--- src/rtl/cpu_pkg.sv ---
// Shared CPU definitions: interrupt controller defaults and FSM state type.
package cpu_pkg;

    localparam int         N_IRQ_DEF      = 4;
    localparam int         VEC_W_DEF      = 10;
    localparam logic [9:0] VEC_BASE_DEF   = 10'h3F0;
    localparam int         VEC_STRIDE_DEF = 4;

    typedef enum logic [1:0] {
        IDLE = 2'd0,
        PUSH = 2'd1,
        JUMP = 2'd2
    } irq_state_e;

endpackage

--- src/rtl/irq_prio_enc.sv ---
// Fixed-priority encoder: reports whether any request is set and the
// index of the lowest set bit (bit 0 has the highest priority).
module irq_prio_enc #(
    parameter int N_IRQ = 4,
    parameter int IDX_W = (N_IRQ > 1) ? $clog2(N_IRQ) : 1
) (
    input  logic [N_IRQ-1:0] req,
    output logic             found,
    output logic [IDX_W-1:0] idx
);

    // Scan from the top down so the lowest set index is the last one written.
    always_comb begin
        found = 1'b0;
        idx   = '0;
        for (int i = N_IRQ - 1; i >= 0; i--) begin
            if (req[i]) begin
                found = 1'b1;
                idx   = IDX_W'(i);
            end
        end
    end

endmodule

--- src/rtl/irq_ctrl.sv ---
// Vectored interrupt controller: edge-detects request lines, picks the
// highest-priority eligible line at an instruction boundary and drives a
// two-cycle entry sequence (push return address, then jump to the vector).
// Define NESTED_IRQ_EN to let higher-priority lines preempt active handlers;
// by default any active handler blocks every line.
module irq_ctrl
    import cpu_pkg::*;
#(
    parameter int               N_IRQ      = N_IRQ_DEF,
    parameter int               VEC_W      = VEC_W_DEF,
    parameter logic [VEC_W-1:0] VEC_BASE   = VEC_W'(VEC_BASE_DEF),
    parameter int               VEC_STRIDE = VEC_STRIDE_DEF
) (
    input  logic             clk,
    input  logic             reset,
    input  logic [N_IRQ-1:0] irq,
    input  logic             mask_we,
    input  logic [N_IRQ-1:0] mask_in,
    input  logic             fetch,
    input  logic             reti,
    output logic             take,
    output logic             push,
    output logic             s_vec,
    output logic [VEC_W-1:0] vector,
    output logic [N_IRQ-1:0] in_service,
    output logic [N_IRQ-1:0] mask
);

    localparam int IDX_W = (N_IRQ > 1) ? $clog2(N_IRQ) : 1;

    irq_state_e       state_q, state_d;
    logic [N_IRQ-1:0] irq_q;
    logic [N_IRQ-1:0] pending_q;
    logic [N_IRQ-1:0] in_service_q;
    logic [N_IRQ-1:0] mask_q;
    logic [IDX_W-1:0] id_q;

    logic [N_IRQ-1:0] rise;
    logic [N_IRQ-1:0] blocked;
    logic [N_IRQ-1:0] eligible;
    logic [N_IRQ-1:0] entry_bit;
    logic [N_IRQ-1:0] reti_bit;
    logic             win_found, svc_found;
    logic [IDX_W-1:0] win_idx, svc_idx;
    logic             accept;

    assign rise     = irq & ~irq_q;
    assign eligible = pending_q & mask_q & ~blocked;
    assign accept   = (state_q == IDLE) && fetch && win_found;

    // entry_bit marks the line being vectored this cycle; reti_bit the
    // highest-priority active handler being retired.
    assign entry_bit = (state_q == JUMP) ? (N_IRQ'(1) << id_q) : '0;
    assign reti_bit  = (reti && svc_found) ? (N_IRQ'(1) << svc_idx) : '0;

    assign in_service = in_service_q;
    assign mask       = mask_q;

    irq_prio_enc #(.N_IRQ(N_IRQ), .IDX_W(IDX_W)) u_win_enc (
        .req   (eligible),
        .found (win_found),
        .idx   (win_idx)
    );

    irq_prio_enc #(.N_IRQ(N_IRQ), .IDX_W(IDX_W)) u_svc_enc (
        .req   (in_service_q),
        .found (svc_found),
        .idx   (svc_idx)
    );

    // Blocking: nested mode only lets lines above the active priority through.
    always_comb begin
        blocked = '0;
`ifdef NESTED_IRQ_EN
        for (int i = 0; i < N_IRQ; i++) begin
            if (svc_found && (i >= int'(svc_idx))) begin
                blocked[i] = 1'b1;
            end
        end
`else
        if (svc_found) begin
            blocked = '1;
        end
`endif
    end

    // Entry sequencer state register.
    always_ff @(posedge clk or posedge reset) begin
        if (reset) begin
            state_q <= IDLE;
        end else begin
            state_q <= state_d;
        end
    end

    // Next-state and entry strobes; the vector is only driven during JUMP.
    always_comb begin
        state_d = state_q;
        take    = 1'b0;
        push    = 1'b0;
        s_vec   = 1'b0;
        vector  = '0;
        case (state_q)
            IDLE: begin
                if (accept) begin
                    state_d = PUSH;
                end
            end
            PUSH: begin
                take    = 1'b1;
                push    = 1'b1;
                state_d = JUMP;
            end
            JUMP: begin
                take    = 1'b1;
                s_vec   = 1'b1;
                vector  = VEC_BASE + VEC_W'(id_q) * VEC_W'(VEC_STRIDE);
                state_d = IDLE;
            end
            default: state_d = IDLE;
        endcase
    end

    // Winner id is captured once at acceptance and held through the entry.
    always_ff @(posedge clk or posedge reset) begin
        if (reset) begin
            id_q <= '0;
        end else if (accept) begin
            id_q <= win_idx;
        end
    end

    // Edge history, pending and in-service tracking; a new edge beats the clear.
    always_ff @(posedge clk or posedge reset) begin
        if (reset) begin
            irq_q        <= '0;
            pending_q    <= '0;
            in_service_q <= '0;
        end else begin
            irq_q        <= irq;
            pending_q    <= (pending_q & ~entry_bit) | rise;
            in_service_q <= (in_service_q & ~reti_bit) | entry_bit;
        end
    end

    // Mask register written by the control unit.
    always_ff @(posedge clk or posedge reset) begin
        if (reset) begin
            mask_q <= '0;
        end else if (mask_we) begin
            mask_q <= mask_in;
        end
    end

endmodule

--- config.mk ---
export PLATFORM = sky130hd
export DESIGN_NAME = irq_ctrl
export DESIGN_NICKNAME = d
export VERILOG_FILES = /design/src/rtl/cpu_pkg.sv /design/src/rtl/irq_prio_enc.sv /design/src/rtl/irq_ctrl.sv
export SDC_FILE = /design/constraint.sdc
export NUM_CORES = 1
export LEC_CHECK = 0
export BUFFER_PORTS_ARGS = -buffer_cell sky130_fd_sc_hd__buf_2
export CAP_MARGIN = 10
export CORE_MARGIN = 4
export CORE_UTILIZATION = 45
export DETAILED_ROUTE_END_ITERATION = 7
export PLACE_DENSITY = 0.74
export SYNTH_ARGS = -nofsm -noshare
export SYNTH_HDL_FRONTEND = slang
export SYNTH_SLANG_ARGS = --single-unit
--- constraint.sdc ---
create_clock -name clk -period 4.15 [get_ports clk]
set_input_delay 0.415 -clock clk [delete_from_list [all_inputs] [get_ports clk]]
set_output_delay 0.415 -clock clk [all_outputs]
set_load 0.01 [all_outputs]
Yosys cells after proc, flatten, opt, wreduce, memory -nomap -nowiden
Cells that the tools add are included.
{"block": "totals", "regBits": 20, "in_bits": 13, "word_cells": 53}
{"block": "classes", "addsub": 1, "eq_ne": 3, "shift": 2, "n_mux": 25, "bitwise": 11, "reduce_logical": 5}
{"op": "4-bit bitwise AND", "n": 5}
{"op": "2-bit two-way mux", "n": 9}
{"op": "4-bit NOT", "n": 4}
{"op": "4-bit two-way mux", "n": 3}
{"op": "1-bit two-way mux", "n": 11}
{"op": "10-bit two-way mux", "n": 1}
{"op": "4-bit OR", "n": 2}
{"op": "1-bit by 2-bit << shifter with 4-bit output (first input constant)", "n": 2}
{"op": "5-bit by 5-bit adder with 6-bit output (first input constant)", "n": 1}
{"op": "2-bit one-hot mux with 2 select lines", "n": 1}
{"op": "1-bit logical AND", "n": 3}
{"op": "2-bit by 1-bit == test with 1-bit output (second input constant)", "n": 1}
{"op": "2-bit == test (second input constant)", "n": 1}
{"op": "2-bit zero test", "n": 1}
{"op": "2-bit inequality test (second input constant)", "n": 1}
{"op": "2-bit OR reduction", "n": 1}

Depth between registers and ports, before layout
Gate-level depths: netlist of the first run.
{"block": "logic_depth", "depth_word": 14, "ltp_mapped": 5, "depth_no_buf": 5}

By module
From an unflattened synthesis of the first run, not the netlist that was laid out.
{"block": "hier_totals", "cells_unflattened": 91, "area_unflattened_um2": 1012.2}
{"module": "irq_ctrl", "n_inst": 1, "cells_per_inst": 77, "area_per_inst_um2": 942.2, "seq_area_each_um2": 500.5}
{"module": "irq_prio_enc", "n_inst": 2, "cells_per_inst": 7, "area_per_inst_um2": 35.0, "seq_area_each_um2": 0.0}

Worst setup path after synthesis of the first run
Ideal clock, no wire load.
{"block": "synth_timing", "path_kind": "flip-flop to flip-flop", "start": "register state_q[0]", "end": "register pending_q[0]", "arrival_ns": 1.435, "required_time_ns": 4.024, "setup_slack_ns": 2.589, "stages_incl_launch_ff": 6, "n_path_buf": 0, "period_less_slack_ns": 1.561, "cell_sequence": "dfrtp_1 inv_1 ha_1 or3b_2 nand2_1 o21ai_0"}
{"block": "synth_between", "elab_chain_len": 5}
{"item": "start: declaration", "line": "irq_ctrl.sv:31", "source": "irq_state_e state_q, state_d;"}
{"item": "start signal: assignment", "line": "irq_ctrl.sv:92", "source": "state_q <= state_d;"}
{"item": "2-bit == test", "line": "irq_ctrl.sv:53", "source": "assign entry_bit = (state_q == JUMP) ? (N_IRQ'(1) << id_q) : '0;"}
{"item": "4-bit two-way mux", "line": "irq_ctrl.sv:53"}
{"item": "4-bit NOT", "line": "irq_ctrl.sv:141", "source": "pending_q <= (pending_q & ~entry_bit) | rise;"}
{"item": "4-bit bitwise AND", "line": "irq_ctrl.sv:141"}
{"item": "4-bit OR", "line": "irq_ctrl.sv:141"}
{"item": "end signal: assignment", "line": "irq_ctrl.sv:141"}
{"item": "end: declaration", "line": "irq_ctrl.sv:33", "source": "logic [N_IRQ-1:0] pending_q;"}
Every way passes these cells.
A chain may end at the register's enable or synchronous reset.

Worst setup path in the final report of the first run
{"block": "layout_timing", "start": "register state_q[0]", "end": "output port vector[2]"}
{"block": "layout_between", "elab_chain_len": 2}
{"item": "2-bit == test", "line": "irq_ctrl.sv:103", "source": "case (state_q)"}
{"item": "10-bit two-way mux", "line": "irq_ctrl.sv:103"}
{"item": "end: declaration", "line": "irq_ctrl.sv:24", "source": "output logic [VEC_W-1:0] vector,"}
Every way passes these cells.

==> impl_metrics.py, run 1 <==
metrics = {
    "outcome": {
        "outcome": "finished, final reports clean",
    },
    "logic_synthesis": {
        "synthesis.yosys.warnings": 0,
        "synth.lib_cells_used.distinct": 23,
        "yosysTopAreaCellShare_pct": 52.98,
        "synth_top_cells_by_count": "20 x sky130_fd_sc_hd__dfrtp_1, 11 x sky130_fd_sc_hd__nand2_1, 10 x sky130_fd_sc_hd__inv_1",
        "synthesis.area_um2": 944.7,
        "synth_sequential_area_ratio_pct": 52.98,
        "synth-main-ff-cell": "sky130_fd_sc_hd__dfrtp_1",
        "synth_edf_count": 0,
        "netlist_top_cells_area": "sky130_fd_sc_hd__dfrtp_1 53%, sky130_fd_sc_hd__mux2_2 7.2%, sky130_fd_sc_hd__buf_4 6.4%",
        "yosysMostFrequentCell": "sky130_fd_sc_hd__dfrtp_1",
        "syn_avg_cell_area_um2": 11.11,
        "async_flop_share_pct": 100.0,
        "postSynthRegisterBits": 20,
        "synth_area_leader": "sky130_fd_sc_hd__dfrtp_1",
        "syn_inst": 85,
    },
    "route": {
        "wl_um": 1705,
        "detail-route-antenna-nets": 0,
        "route.detailed.wl_per_inst_um": 12.18,
        "drt-pass1-iter-count": 4,
        "drt_drc_violations_left": 0,
        "vias_per_cell": 4.871,
        "iter_0_drt_violations": 6,
        "via_count": 682,
    },
    "clock_network": {
        "cts.repair.resized": 0,
        "worstSkewPairLatency_ps": 300,
        "cts.clk_slew.worst_paths_ps": 110,
        "ctsHtreeMaxLevel": 1,
        "numClockSinks": 20,
        "post_cts.repair.setup_buffers": 0,
        "cts_hold_repair.buffers": 0,
        "clock_path_buffers": 2,
        "cts_made_buffers": 3,
        "tritoncts": "done",
        "clock_tree.root_cell": "sky130_fd_sc_hd__clkbuf_4",
    },
    "grt": {
        "grtUsageTotal_pct": 13.93,
        "vias_in_the_first_global_route": 616,
        "grt_pass1_wl_um": 2766,
        "overflow": 0,
        "initial_antenna_violation_count": 0,
        "grt_max_degree": 21,
    },
    "placement": {
        "gp_congestion": 0.7431,
        "dp.final_hpwl_um": 1352,
        "io_buffers": 31,
    },
    "timing": {
        "timing.fmax_mhz": 527.5,
        "hold_ws_ps": 221.9,
        "post-route-period-util_pct": 45.68,
        "finalHoldViolCount": 0,
        "period_minus_slack_ps": 1896,
        "finalClockSkew_ps": 0.8621,
        "worst_pin_slew_ps": 743.2,
        "timing.final.max_slew_violations": 0,
        "final-setup-viol-count": 0,
        "timing.max_slew.rel_slack_pct": 50.40,
        "unrepaired_setup_endpoints_after_global_routing": "false",
        "fin_setup_tns_ps": 0,
    },
    "worst_setup_path": {
        "max_fanout_on_critical_path": 12,
        "worstPathArrival_ps": 1480,
        "crit_type": "reg2out",
        "timing.critical_path.from_type": "flop",
        "worst_ep_required_time_ps": 3730,
        "end_kind": "output port",
    },
    "finish": {
        "ff_latch_area_um2": 500.5,
        "drive_gt1_share_pct": 41.59,
        "num_antenna_cells": 0,
        "filler_cell_count": 183,
        "flow.area_growth_from_synthesis_pct": 17.88,
        "fin_nets": 131,
        "combined_area_of_the_multi_input_logic_cells_um2": 350.3,
    },
    "power": {
        "ir_drop_mv": 0.3192,
        "cellPowerDensity_mw_per_mm2": 638.0,
        "cellLeakagePower_nw": 0.6110,
    },
    "floorplanning": {
        "dieWidth_um": 53.82,
        "core_area_mm2": 0.001982,
        "design.portCount": 34,
        "fp.dieArea_mm2": 0.002896,
        "floorplan.die.height_um": 53.82,
        "start_util_pct": 47.66,
        "floorplan.rows": 16,
    },
    "run": {
        "max-cap-violations": 0,
    },
    "min_path": {
        "worst_hold_path_type": "in2async",
    },
}
## worst paths after layout
kind	slack, ps	from	end	depth (start not counted)
min in group clk	220	irq[0]	irq_q[0]	1
max in group asynchronous	3470	reset	in_service[0]	2
max	2250	state_q[0]	vector[2]	5
max reg2reg	2540	state_q[0]	pending_q[0]	5
min	220	reset	pending_q[1]	2
min reg2reg	430	irq_q[2]	pending_q[2]	1
## cell usage in the layout (no fill, tap or decap), types with 2 or more instances in the layout
| cell | instances |
|---|---|
| sky130_fd_sc_hd__inv_1 | 10 |
| sky130_fd_sc_hd__clkbuf_4 | 3 |
| sky130_fd_sc_hd__conb_1 | 2 |
| sky130_fd_sc_hd__a21oi_1 | 2 |
| sky130_fd_sc_hd__nand2_1 | 11 |
| sky130_fd_sc_hd__dfrtp_1 | 20 |
| sky130_fd_sc_hd__buf_2 | 31 |
| sky130_fd_sc_hd__ha_1 | 4 |
| sky130_fd_sc_hd__o21ai_0 | 9 |
| sky130_fd_sc_hd__mux2_2 | 6 |
## power by group
part	internal, W	switching (W)
registers	0.000247	0.0000565
clock network	0.0000536	0.0000586
logic	0.000143	0.000151
## through the flow
step,utilization [%],instances,area (um2),setup slack (ps),power [W]
after global routing,56.19,140,1114,2111,0.0007708
after CTS,56.19,140,1114,2220,0.0007226
after floorplan,-,86,948.4,2589,0.0005330
after detailed placement,54.36,136,1077,2530,0.0006086
final,56.19,140,1114,2254,0.0007105
after global placement,54.36,136,1077,2617,0.0005965
## layout make-up
type                       count  area share (%)
sequential                    20           44.94
timing repair buffer          31           13.93
multi-input combinational     48           31.46
clock buffer                   4           3.258
inverter                      10           3.371
tap                           27           3.034
## registers in the layout (all words and copies together) (netlist names)
signal and cells:
id_q 2, mask 4, pending_q 4, state_q 2
irq_q 4, in_service 4
## cells by family after synthesis
group	count (synthesis)	synth area share, %
adders and majority gates	4	5.298
DFF	20	52.98
and+or+nand+nor	19	11.79
AOI/OAI and AO/OA	16	10.46
buffers and inverters	18	10.33
muxes	7	8.741
other	1	0.3970
## critical path: stages (launching register included)
cell and delay [ps]:
sky130_fd_sc_hd__dfrtp_1 420, sky130_fd_sc_hd__inv_1 110, sky130_fd_sc_hd__ha_1 330, sky130_fd_sc_hd__nand2_1 140, sky130_fd_sc_hd__inv_1 60, sky130_fd_sc_hd__buf_2 120
## per-layer routing
metal	track usage (%)	vias up	part of all wire, %
li1	-	327	-
met1	17.22	321	42
met2	20.97	29	46
met3	4.155	5	9.0
met4	8.936	0	2.8
met5	0	-	0
Power figures use the tool's default switching activity.
==> run 2, diff against run 1 <==
ABC_AREA = 1   (was default)
CORE_UTILIZATION = 43   (was 45)
clock period = 1.7 ns   (was 4.15 ns; I/O delays follow)
==> impl_metrics.py, run 2 <==
metrics = {
    "route": {
        "drt_drc_violations_left": 0,
        "wl_um": 1705,
        "detail-route-antenna-nets": 0,
        "vias_per_cell": 4.572,
        "via_count": 695,
        "route.detailed.wl_per_inst_um": 11.22,
        "drt-pass1-iter-count": 4,
        "iter_0_drt_violations": 8,
    },
    "clock_network": {
        "cts.clk_slew.worst_paths_ps": 100,
        "cts_made_buffers": 3,
        "clock_path_buffers": 2,
        "worstSkewPairLatency_ps": 290,
        "numClockSinks": 20,
        "tritoncts": "done",
        "ctsHtreeMaxLevel": 1,
        "post_cts.repair.setup_buffers": 0,
        "clock_tree.root_cell": "sky130_fd_sc_hd__clkbuf_4",
    },
    "finish": {
        "final_cell_count_no_fill": 152,
        "filler_cell_count": 193,
        "layout.cell_area.non_filler_mm2": 0.001137,
        "ff_latch_area_um2": 500.5,
        "most_common_cell_after_layout_fill_and_taps_aside": "sky130_fd_sc_hd__buf_2",
        "num_antenna_cells": 0,
        "most-common-layout-cells": "31 x sky130_fd_sc_hd__buf_2, 20 x sky130_fd_sc_hd__dfrtp_1, 19 x sky130_fd_sc_hd__nand2_1",
        "fin_nets": 144,
        "drive_gt1_share_pct": 36.00,
        "flow.area_growth_from_synthesis_pct": 22.34,
        "utilization_pct": 56.81,
        "combined_area_of_the_multi_input_logic_cells_um2": 340.3,
    },
    "grt": {
        "grt_max_degree": 21,
        "overflow": 0,
        "initial_antenna_violation_count": 0,
        "met2_usage_pct": 21.71,
        "globalRouteMet3Util_pct": 3.815,
        "grt_pass1_wl_um": 2808,
        "vias_in_the_first_global_route": 685,
        "met1_usage_pct": 16.67,
        "grt-busiest-layer": "met2",
        "grtUsageTotal_pct": 13.33,
    },
    "outcome": {
        "violated_checks": "negative hold slack",
        "outcome": "complete, but fails checks",
    },
    "timing": {
        "period_minus_slack_ps": 1548,
        "fin_setup_tns_ps": 0,
        "hold_ws_ps": -18.97,
        "timing.final.max_slew_violations": 0,
        "post-route-period-util_pct": 91.07,
        "unrepaired_setup_endpoints_after_global_routing": "false",
        "finalHoldViolCount": 20,
        "finalClockSkew_ps": 1.605,
        "timing.max_slew.rel_slack_pct": 51.28,
        "worst_pin_slew_ps": 730.0,
        "final-setup-viol-count": 0,
        "timing.fmax_mhz": 645.9,
    },
    "logic_synthesis": {
        "async_flop_share_pct": 100.0,
        "synthesis.area_um2": 929.6,
        "syn_inst": 94,
        "synth.lib_cells_used.distinct": 19,
        "synth_sequential_area_ratio_pct": 53.84,
        "synthesis.yosys.warnings": 0,
        "yosysTopAreaCellShare_pct": 53.84,
        "yosysMostFrequentCell": "sky130_fd_sc_hd__dfrtp_1",
        "synth-main-ff-cell": "sky130_fd_sc_hd__dfrtp_1",
        "synth_top_cells_by_count": "20 x sky130_fd_sc_hd__dfrtp_1, 19 x sky130_fd_sc_hd__nand2_1, 12 x sky130_fd_sc_hd__inv_1",
        "postSynthRegisterBits": 20,
        "synth_area_leader": "sky130_fd_sc_hd__dfrtp_1",
        "synth_edf_count": 0,
        "syn_avg_cell_area_um2": 9.890,
        "netlist_top_cells_area": "sky130_fd_sc_hd__dfrtp_1 54%, sky130_fd_sc_hd__nand2_1 7.7%, sky130_fd_sc_hd__buf_4 6.5%",
    },
    "floorplanning": {
        "fp.dieArea_mm2": 0.002970,
        "floorplan.die.height_um": 54.50,
        "start_util_pct": 46.44,
        "dieWidth_um": 54.50,
        "design.portCount": 34,
        "floorplan.rows": 16,
        "core_area_mm2": 0.002002,
    },
    "min_path": {
        "worst_hold_path_type": "in2async",
    },
    "power": {
        "power.internal_w": 0.0009724,
        "sequentialPowerShare_pct": 43.2,
        "swShare_pct": 39.72,
        "ir_drop_mv": 0.7763,
        "power.share.combinational_pct": 43.5,
        "cellPowerDensity_mw_per_mm2": 1418,
        "cellLeakagePower_nw": 0.6401,
        "power_frac_clock_pct": 13.2,
        "netSwitchingPower_w": 0.0006407,
    },
    "worst_setup_path": {
        "cp_common_cell": "sky130_fd_sc_hd__inv_1",
        "max_fanout_on_critical_path": 10,
        "critPathSlowestCell": "sky130_fd_sc_hd__dfrtp_1",
        "worst_ep_required_time_ps": 1530,
        "regToRegStartpoint": "state_q[0]",
        "crit_type": "reg2out",
        "reg2reg_depth": 7,
        "ff2ff_setup_slack_ps": 260,
        "end_kind": "output port",
        "timing.critical_path.from_type": "flop",
        "worstPathArrival_ps": 1380,
        "worst_r2r_endpoint": "state_q[0]",
        "critical_path.max_stage_delay_ps": 410,
        "crit_path_cell_trace": "inv_1, ha_4, nand2_1, inv_1, buf_2",
    },
    "run": {
        "max-cap-violations": 0,
    },
    "placement": {
        "io_buffers": 31,
        "placed_area_mm2": 0.001062,
        "gp_congestion": 0.7239,
        "dp.final_hpwl_um": 1332,
        "numPlacedInstances": 145,
    },
}
-- run 2: cell count changes after synthesis, sizes merged, moves of 2 or more --
cell / previous run / this run
o22ai: 0 / 2
a22o: 2 / 0
nand2: 11 / 21
a21o: 0 / 2
mux2: 7 / 4
inv: 10 / 12
nand3: 1 / 4
nor2: 1 / 4
-- run 2: how the worst max path moves through the flow --
| stage | startpoint | endpoint | slack, ps | cells past startpoint |
|---|---|---|---|---|
| after floorplan | state_q[0] | pending_q[3] | 360 | 7 |
| after global placement | state_q[0] | pending_q[0] | 310 | 4 |
| after detailed placement | state_q[0] | pending_q[0] | 270 | 4 |
| after CTS | state_q[0] | vector[3] | 30 | 5 |
| after global routing | state_q[0] | vector[3] | 20 | 5 |
| final | state_q[0] | vector[3] | 150 | 5 |
-- run 2: kinds of logic (layout without fill, tap and decap cells) --
kind of cell | after synthesis | count (layout) | synth area share (%)
compound gates | 15 | 15 | 9.285
fa+ha+maj | 4 | 4 | 5.384
buf+inv | 20 | 50 | 11.31
flops | 20 | 20 | 53.84
mux | 4 | 4 | 4.845
other cells | 1 | 2 | 0.4034
simple gates | 30 | 30 | 14.94
-- run 2: metal layers --
layer  vias up  wire (um)
li1        352          -
met1       310        755
met2        28        764
met3         5        157
met4         0         27
met5         -          0
-- run 2: power groups by stage --
stage / registers, W / clock network (W) / logic (W)
floorplan: 0.000702 / 0 / 0.000530
global placement: 0.000698 / 0 / 0.000668
detailed placement: 0.000703 / 0 / 0.000687
CTS: 0.000694 / 0.000219 / 0.000700
global route: 0.000718 / 0.000241 / 0.000803
finish: 0.000697 / 0.000213 / 0.000702
-- run 2: per-stage QoR --
step	total power, W	worst slack (ps)
5_1_grt	0.001763	20.97
3_3_place_gp	0.001366	307.3
2_1_floorplan	0.001232	356.2
3_5_place_dp	0.001391	265.3
6_report	0.001613	151.9
4_1_cts	0.001613	29.37
-- run 2: timing repair --
item,in CTS,in global routing
resized for setup,0,2
hold endpoints to repair,4,0
hold buffers,4,0
setup endpoints to repair,0,2
-- run 2: layout make-up --
cell class / instances / share of cell area (%)
flip-flops and latches: 20 / 44.00
multi-input cells: 55 / 29.92
repair buffers: 35 / 17.16
inverters: 12 / 3.960
well taps: 27 / 2.970
clock buffers: 3 / 1.980
-- run 2: worst max-delay path: cells and delay by family (launching register included) --
kind                     cells  cell delay [ps]
flip-flops                   1              410
adder cells (fa/ha/maj)      1              200
buffers and inverters        3              370
AND/OR/NAND/NOR              1               90
